$ cat config.mk
export PLATFORM = sky130hd
export DESIGN_NAME = bsg_gatestack_ctrl
export DESIGN_NICKNAME = d
export VERILOG_FILES = /design/src/rtl/bsg_gatestack_ctrl_pkg.sv /design/src/rtl/bsg_gatestack_ctrl_rr_arb.sv /design/src/rtl/bsg_gatestack_ctrl.sv
export SDC_FILE = /design/constraint.sdc
export NUM_CORES = 1
export LEC_CHECK = 0
export ABC_AREA = 1
export CORE_UTILIZATION = 47
export DETAILED_ROUTE_END_ITERATION = 6
export PLACE_DENSITY = 0.84
export RECOVER_POWER = 50
export SLEW_MARGIN = 20
export SYNTH_ARGS = -nofsm -noshare
export SYNTH_HDL_FRONTEND = slang
export SYNTH_HIERARCHICAL = 1
export SYNTH_SLANG_ARGS = --single-unit
$ cat constraint.sdc
create_clock -name clk_i -period 4.1 [get_ports clk_i]
set_input_delay 0.82 -clock clk_i [delete_from_list [all_inputs] [get_ports clk_i]]
set_output_delay 0.82 -clock clk_i [all_outputs]
set_load 0.02 [all_outputs]
$ cat src/rtl/bsg_gatestack_ctrl_pkg.sv
// -----------------------------------------------------------------------------
// bsg_gatestack_ctrl_pkg
//   Shared types and helpers for the gated-flop stack write controller.
//   Contents:
//     gs_state_e    - controller FSM state encoding
//     gs_cnt_width  - width of the phase down-counter, derived from the
//                     setup and pulse lengths
// -----------------------------------------------------------------------------
package bsg_gatestack_ctrl_pkg;

    typedef enum logic [1:0] {
        ST_IDLE  = 2'd0,
        ST_SETUP = 2'd1,
        ST_PULSE = 2'd2,
        ST_HOLD  = 2'd3
    } gs_state_e;

    // ceil(log2(max(setup, pulse) + 1)), never narrower than one bit
    function automatic int gs_cnt_width(input int setup_cycles, input int pulse_cycles);
        int max_cycles;
        int w;
        max_cycles = (setup_cycles > pulse_cycles) ? setup_cycles : pulse_cycles;
        w = $clog2(max_cycles + 1);
        if (w < 1) begin
            w = 1;
        end
        return w;
    endfunction

endpackage

$ cat src/rtl/bsg_gatestack_ctrl_rr_arb.sv
// -----------------------------------------------------------------------------
// bsg_gatestack_rr_arb
//   Two-way round-robin arbiter for the gate-stack write port.
//   Ports:
//     clk_i      - clock
//     reset_n_i  - asynchronous active-low reset; pointer returns to A
//     v[1:0]     - request valids, bit 0 = requester A, bit 1 = requester B
//     yumi       - a granted request was consumed this cycle
//     grant[1:0] - one-hot grant (all zero when nothing is valid)
// -----------------------------------------------------------------------------
module bsg_gatestack_rr_arb (
    input  logic       clk_i,
    input  logic       reset_n_i,
    input  logic [1:0] v,
    input  logic       yumi,
    output logic [1:0] grant
);

    // ptr_r = 0 favours A, 1 favours B when both are valid
    logic ptr_r;

    always_comb begin
        grant = 2'b00;
        unique case (v)
            2'b01:   grant = 2'b01;
            2'b10:   grant = 2'b10;
            2'b11:   grant = ptr_r ? 2'b10 : 2'b01;
            default: grant = 2'b00;
        endcase
    end

    // After a consumed grant the other requester gets priority.
    always_ff @(posedge clk_i or negedge reset_n_i) begin
        if (!reset_n_i) begin
            ptr_r <= 1'b0;
        end else if (yumi) begin
            ptr_r <= grant[0];
        end
    end

endmodule

$ cat src/rtl/bsg_gatestack_ctrl.sv
// -----------------------------------------------------------------------------
// bsg_gatestack_ctrl
//   Write controller for a stack of clock-gated flops. Two requesters share
//   the port through a round-robin arbiter; each accepted write drives the
//   masked lanes of data_o, waits setup_cycles_p, pulses strobe_o on those
//   lanes for pulse_cycles_p, then idles one cycle with strobe low.
//
//   Parameters:
//     width_p        - number of gated-flop lanes
//     setup_cycles_p - data-to-strobe setup cycles (>= 1)
//     pulse_cycles_p - strobe high cycles (>= 1)
//   Ports:
//     clk_i, reset_n_i       - clock, asynchronous active-low reset
//     a_v_i/a_mask_i/a_data_i, a_ready_o - requester A write request
//     b_v_i/b_mask_i/b_data_i, b_ready_o - requester B write request
//     data_o                 - data to the gated flops
//     strobe_o               - per-lane gated clock (registered)
//     busy_o                 - high whenever the FSM is not IDLE
//     shadow_o               - only with BSG_GATESTACK_CTRL_SHADOW_EN:
//                              copy of what the flops are expected to hold
//
//   state    | meaning
//   ---------+-------------------------------------------------------------
//   ST_IDLE  | ready to arbitrate; handshake latches mask/data
//   ST_SETUP | data_o stable on masked lanes, strobe low
//   ST_PULSE | strobe_o = latched mask, data_o unchanged
//   ST_HOLD  | strobe low for one cycle before the next request
// -----------------------------------------------------------------------------
module bsg_gatestack_ctrl
    import bsg_gatestack_ctrl_pkg::*;
#(
    parameter int width_p        = 16,
    parameter int setup_cycles_p = 1,
    parameter int pulse_cycles_p = 2
) (
    input  logic               clk_i,
    input  logic               reset_n_i,

    input  logic               a_v_i,
    input  logic [width_p-1:0] a_mask_i,
    input  logic [width_p-1:0] a_data_i,
    output logic               a_ready_o,

    input  logic               b_v_i,
    input  logic [width_p-1:0] b_mask_i,
    input  logic [width_p-1:0] b_data_i,
    output logic               b_ready_o,

    output logic [width_p-1:0] data_o,
    output logic [width_p-1:0] strobe_o,
    output logic               busy_o
`ifdef BSG_GATESTACK_CTRL_SHADOW_EN
   ,output logic [width_p-1:0] shadow_o
`endif
);

    localparam int cnt_width_lp = gs_cnt_width(setup_cycles_p, pulse_cycles_p);

    // Down-counter reload values: the phase ends when the counter reads zero.
    localparam logic [cnt_width_lp-1:0] setup_load_lp = cnt_width_lp'(setup_cycles_p - 1);
    localparam logic [cnt_width_lp-1:0] pulse_load_lp = cnt_width_lp'(pulse_cycles_p - 1);
    localparam logic [cnt_width_lp-1:0] cnt_one_lp    = cnt_width_lp'(1);

    gs_state_e               state_r;
    logic [cnt_width_lp-1:0] cnt_r;
    logic [width_p-1:0]      mask_r;

    logic [1:0]              grant;
    logic                    idle;
    logic                    hs;
    logic [width_p-1:0]      sel_mask;
    logic [width_p-1:0]      sel_data;

    bsg_gatestack_rr_arb u_arb (
        .clk_i     (clk_i),
        .reset_n_i (reset_n_i),
        .v         ({b_v_i, a_v_i}),
        .yumi      (hs),
        .grant     (grant)
    );

    assign idle = (state_r == ST_IDLE);

    // Ready is qualified by reset so nothing handshakes while reset is held,
    // yet the first edge after release can already accept a request.
    assign a_ready_o = reset_n_i & idle & grant[0];
    assign b_ready_o = reset_n_i & idle & grant[1];

    assign hs = (a_v_i & a_ready_o) | (b_v_i & b_ready_o);

    assign sel_mask = grant[1] ? b_mask_i : a_mask_i;
    assign sel_data = grant[1] ? b_data_i : a_data_i;

    // data_o only moves on the handshake edge and strobe_o only on the
    // SETUP->PULSE and PULSE->HOLD edges, so they never change together.
    // data_o itself is the latch for the request data.
    always_ff @(posedge clk_i or negedge reset_n_i) begin
        if (!reset_n_i) begin
            state_r  <= ST_IDLE;
            cnt_r    <= '0;
            mask_r   <= '0;
            data_o   <= '0;
            strobe_o <= '0;
            busy_o   <= 1'b0;
        end else begin
            unique case (state_r)
                ST_IDLE: begin
                    if (hs) begin
                        mask_r <= sel_mask;
                        if (|sel_mask) begin
                            state_r <= ST_SETUP;
                            busy_o  <= 1'b1;
                            cnt_r   <= setup_load_lp;
                            data_o  <= (data_o & ~sel_mask) | (sel_data & sel_mask);
                        end
                    end
                end
                ST_SETUP: begin
                    if (cnt_r == '0) begin
                        state_r  <= ST_PULSE;
                        strobe_o <= mask_r;
                        cnt_r    <= pulse_load_lp;
                    end else begin
                        cnt_r <= cnt_r - cnt_one_lp;
                    end
                end
                ST_PULSE: begin
                    if (cnt_r == '0) begin
                        state_r  <= ST_HOLD;
                        strobe_o <= '0;
                    end else begin
                        cnt_r <= cnt_r - cnt_one_lp;
                    end
                end
                ST_HOLD: begin
                    state_r <= ST_IDLE;
                    busy_o  <= 1'b0;
                end
                default: begin
                    state_r  <= ST_IDLE;
                    strobe_o <= '0;
                    busy_o   <= 1'b0;
                end
            endcase
        end
    end

`ifdef BSG_GATESTACK_CTRL_SHADOW_EN
    // Captured on the last strobe-high cycle: the flops have been clocked
    // with data_o on the masked lanes by then.
    always_ff @(posedge clk_i or negedge reset_n_i) begin
        if (!reset_n_i) begin
            shadow_o <= '0;
        end else if ((state_r == ST_PULSE) && (cnt_r == '0)) begin
            shadow_o <= (shadow_o & ~mask_r) | (data_o & mask_r);
        end
    end
`endif

endmodule
# Word level (Yosys, flattened, before mapping)
# Index checks and enable logic that the tools add are counted.
# Widths: inputs -> output; s select.
[totals]
elab_cells = 61
regBits = 54
[op_classes]
mux = 20
reduce_logical = 12
eq_ne = 11
n_addsub = 1
bitwise = 10
[ops]
columns = ["op", "n"]
rows = [
  ["$mux 16", 4],
  ["$and 16x16->16", 2],
  ["$pmux 16 s2", 1],
  ["$mux 2", 9],
  ["$not 16->16", 1],
  ["$or 16x16->16", 1],
  ["$reduce_or 16->1", 1],
  ["$pmux 2 s3", 2],
  ["$reduce_and 3->1", 3],
  ["$eq 2x2->1 const B", 4],
  ["$pmux 2 s4", 1],
  ["$reduce_and 4->1", 2],
  ["$ne 2x2->1 const B", 3],
  ["$and 1x1->1", 5],
  ["$eq 2x1->1 const B", 2],
  ["$logic_not 2->1", 2],
  ["$ne 2x1->1 const B", 2],
  ["$reduce_bool 2->1", 2],
  ["$reduce_bool 3->1", 1],
  ["$mux 1", 2],
  ["$pmux 1 s2", 1],
  ["$reduce_and 2->1", 1],
  ["$sub 2x1->2 const B", 1],
  ["$or 1x1->1", 1],
]

# Logic depth before layout (Yosys ltp)
[depth]
word_depth = 7
depth_mapped = 14

# Hierarchy
# The synthesis kept the hierarchy.
[modules_own_cells]
columns = ["module", "cells_per_inst", "area_per_inst_um2", "instances"]
rows = [
  ["bsg_gatestack_ctrl", 317, 2611.3, 1],
  ["bsg_gatestack_rr_arb", 9, 62.6, 1],
]

# Worst setup path after synthesis
# No wires, ideal clock.
[synth_timing]
path_type = "input-to-reg"
from = "in b_v_i"
to = "reg u_arb.ptr_r"
slack_ps = 1781
n_path_buf = 3
setup_time_ps = 117
stages = 11
arrival_ps = 2202
required_ps = 3983
path_cell_list = "a21boi_1 > buf_6 > inv_4 > nor2_1 > nand2_1 > nand2_2 > buf_4 > buf_2 > inv_1 > nand2_1 > nand2_1"
[synth_between]
elab_chain_len = 5
[synth_lines]
columns = ["item", "line", "source"]
rows = [
  ["from (decl)", "bsg_gatestack_ctrl.sv:44", "input logic b_v_i,"],
  ["$eq 2x2->1 or $eq 2x1->1 (tied branches)", "bsg_gatestack_ctrl_rr_arb.sv:24", "unique case (v)"],
  ["$pmux 2 s3 *", "bsg_gatestack_ctrl_rr_arb.sv:24", ""],
  ["$and 1x1->1 *", "bsg_gatestack_ctrl.sv:87", "assign b_ready_o = reset_n_i & idle & grant[1];"],
  ["net b_ready_o", "bsg_gatestack_ctrl.sv:47", "output logic b_ready_o,"],
  ["$and 1x1->1 *", "bsg_gatestack_ctrl.sv:89", "assign hs = (a_v_i & a_ready_o) | (b_v_i & b_ready_o);"],
  ["$or 1x1->1 *", "bsg_gatestack_ctrl.sv:89", ""],
  ["net hs", "bsg_gatestack_ctrl.sv:70", "logic hs;"],
  ["to (signal assigned)", "bsg_gatestack_ctrl_rr_arb.sv:37", "ptr_r <= grant[0];"],
  ["to (decl)", "bsg_gatestack_ctrl_rr_arb.sv:20", "logic ptr_r;"],
]
# Mark *: on every way through the listed nets, which the timed path passes. The rest lies on a longest branch.
# A chain may end at the register's enable or synchronous reset.

# Final worst setup path
[layout_timing]
from = "in b_v_i"
to = "out b_ready_o"
[layout_between]
elab_chain_len = 3
[layout_lines]
columns = ["item", "line", "source"]
rows = [
  ["$eq 2x2->1 or $eq 2x1->1 (tied branches)", "bsg_gatestack_ctrl_rr_arb.sv:24", ""],
  ["$pmux 2 s3 *", "bsg_gatestack_ctrl_rr_arb.sv:24", ""],
  ["net grant[1]", "bsg_gatestack_ctrl.sv:68", "logic [1:0] grant;"],
  ["$and 1x1->1 *", "bsg_gatestack_ctrl.sv:87", ""],
  ["to (decl)", "bsg_gatestack_ctrl.sv:47", ""],
]
# Marked as above.

==> qor.txt <==
Hold Fails Final Rpt = 0
Via count = 2561
Post-CTS setup buffer count = 0
RSZ-0062 raised after global routing = no
Die Area = 5990 µm²
CTS root buf = clkbuf_8
Clock Latency Late Sink = 0.31 ns
CP Capture Type = output port
DR pass1 iterations = 4
Post_cts resized = 0
GRT Util Overall = 0.256
Yosys warns = 6
Post-Syn Nets = 401
Slew HR = -0.830
Placed insts = 490
Hpwl dp = 5.41 mm
CTS Buf Count = 5
Synth-to-Final Area Change = 44.9%
Seq cells post-synth = 54
Clock Path Buffers = 2
CP most frequent cell = clkdlybuf4s50_1
Most frequent cells in the layout = nand2_1 (111), clkdlybuf4s50_1 (100), dfrtp_1 (54)
Fin Clk Skew = 0.00683 ns
Post-synth cell types = 24
Setup crit start kind = input port
Mapped Cells = 326
Routability congestion estimate = 0.878
Ant diodes = 0
First-pass GRT wire length = 11.9 mm
Fraction of the cycle the final worst path needs = 0.814
CP delay by family, top = buffers and inverters
Cell area after placement = 3740 µm²
Seq/Total Area, Yosys = 0.505
WP buf/inv = 3
Slowest stage cell on the critical path = clkdlybuf4s50_1
CTS Hold Buffers Added = 0
Routed vias/inst = 5.14
Final net count = 500
Port-buffer cells = 102
Critical-path cell list = clkdlybuf4s50_1 -> a21boi_4 -> inv_4 -> nor2_1 -> clkdlybuf4s50_1
Tmin final = 3.34 ns
Initial antenna violation count = 0
Post-Syn Area = 2670 µm²
Worst ir drop on vdd = 0.322 mV
Core box area = 5510 µm²
# setup viols final = 0
Grt ovf = 0
Violated checks = max-capacitance violations, max-slew violations
Register area = 1350 µm²
H-tree Lvls = 2
CP max stage delay = 0.63 ns
DRC = 0
Run status = finished, violations left
Initial Utilization = 0.486
Wire length per cell = 14.6 µm
Worst-path clk slew = 0.09 ns
Proportion of layout cells with a drive suffix above 1 = 0.0423
Count of standard-cell rows = 27
Crit path max fanout = 27
Setup TNS = 0 ns
Fillers = 450
Chip height = 77.4 µm
Sink Count = 54
Power Dens Cells = 613 nW/µm²
Avg Cell Area, Syn = 8.20 µm²
Worst slew pin tran = 2.75 ns
Largest net degree at the start of global routing = 55
Fin cells = 498
Critical path required time = 3.28 ns
Die W = 77.4 µm
First DRT Iteration DRCs = 156
Vias in the first global route = 2500
Antenna Nets Post-Route = 0
Routed Wire Length = 7.26 mm
Area of the multi-input gates = 1160 µm²
Num ports = 103
Commonest non-fill, non-tap cell in the layout = nand2_1
LEAKAGE = 1.86 nW
Worst hold path type = reg2reg
Max Cap Viol = 1
CP Data Arrival Time = 2.52 ns
Slew Limit Fails = 55
Final Instance Area = 3870 µm²
FMAX = 0.300 GHz
CP Class = in2out
CTS tree = yes
worst register-to-register path, cell delays in order (launching register included):
cell and delay [ns]:
dfrtp_1 0.44, inv_1 0.11, ha_1 0.23, nand2_1 0.10
nor2_1 0.16, nand2_1 0.12, nand2_2 0.46, nand2_1 0.20
a21oi_1 0.19, a21o_1 0.11
final timing paths:
| kind | slack [ns] | start | cells after the start | end |
|---|---|---|---|---|
| worst min-delay path | 0.48 | busy_o | 2 | busy_o |
| max in group asynchronous | 1.03 | reset_n_i | 2 | cnt_r[0] |
| worst min register to register | 0.48 | busy_o | 2 | busy_o |
| worst max register to register | 1.92 | state_r[0] | 9 | register |
| worst max-delay path | 0.76 | b_v_i | 5 | b_ready_o |
| min in group asynchronous | 1.54 | reset_n_i | 2 | strobe_o[0] |
through the flow:
step | total power [W] | worst slack, ns | utilization | hold WS (ns)
finish | 0.00238 | 0.761 | 0.704 | 0.483
global route | 0.00252 | 0.391 | 0.704 | 0.503
CTS | 0.00238 | 0.766 | 0.704 | 0.487
detailed placement | 0.00195 | 0.781 | 0.678 | 0.465
global placement | 0.00190 | 0.830 | 0.678 | 0.459
floorplan | 0.00149 | 1.78 | - | 0.467
report_power, final:
part / switching [W] / leakage (nW) / total [W] / internal [W]
Combinational: 0.000626 / 1.10 / 0.00109 / 0.000464
Sequential: 0.000113 / 0.689 / 0.000859 / 0.000746
Clock: 0.000168 / 0.0714 / 0.000428 / 0.000260
Total: 0.000907 / 1.86 / 0.00238 / 0.00147
per-layer routing:
metal  GRT usage  up-vias  share of wire
met4      0.0906        0          0.017
met2       0.451       80           0.51
met5           0        -              0
met3      0.0400       10          0.055
li1            -     1251              -
met1       0.316     1220           0.42
layout make-up:
| cell class | count | area share |
|---|---|---|
| well taps | 72 | 0.0232 |
| multi-input cells | 233 | 0.299 |
| clock inverters | 2 | 0.0155 |
| clock buffers | 6 | 0.0213 |
| inverters | 27 | 0.0268 |
| flip-flops and latches | 54 | 0.349 |
| repair buffers | 104 | 0.265 |
synthesized netlist by cell type:
cell | count | area, µm²
a21boi_1 | 1 | 7.51
a21o_1 | 10 | 75.1
a21oi_1 | 12 | 60.1
a2bb2oi_1 | 1 | 8.76
and2_1 | 1 | 6.26
buf_2 | 5 | 25.0
buf_4 | 1 | 7.51
buf_6 | 2 | 22.5
clkbuf_1 | 4 | 15.0
dfrtp_1 | 54 | 1350
ha_1 | 7 | 87.6
inv_1 | 26 | 97.6
inv_4 | 1 | 6.26
mux2i_1 | 6 | 60.1
nand2_1 | 111 | 417
nand2_2 | 2 | 12.5
nand3_1 | 22 | 110
nand3_2 | 1 | 10.0
nand4_1 | 5 | 31.3
nor2_1 | 11 | 41.3
nor2_2 | 2 | 12.5
o21ai_0 | 39 | 195
o21bai_1 | 1 | 7.51
or2_2 | 1 | 6.26
logic make-up after synthesis:
family | share of synthesized area
and+or+nand+nor | 0.242
AOI/OAI and AO/OA | 0.132
DFF | 0.505
buffers and inverters | 0.0650
adders and majority gates | 0.0328
muxes | 0.0225
(Power assumes the default switching activity.)
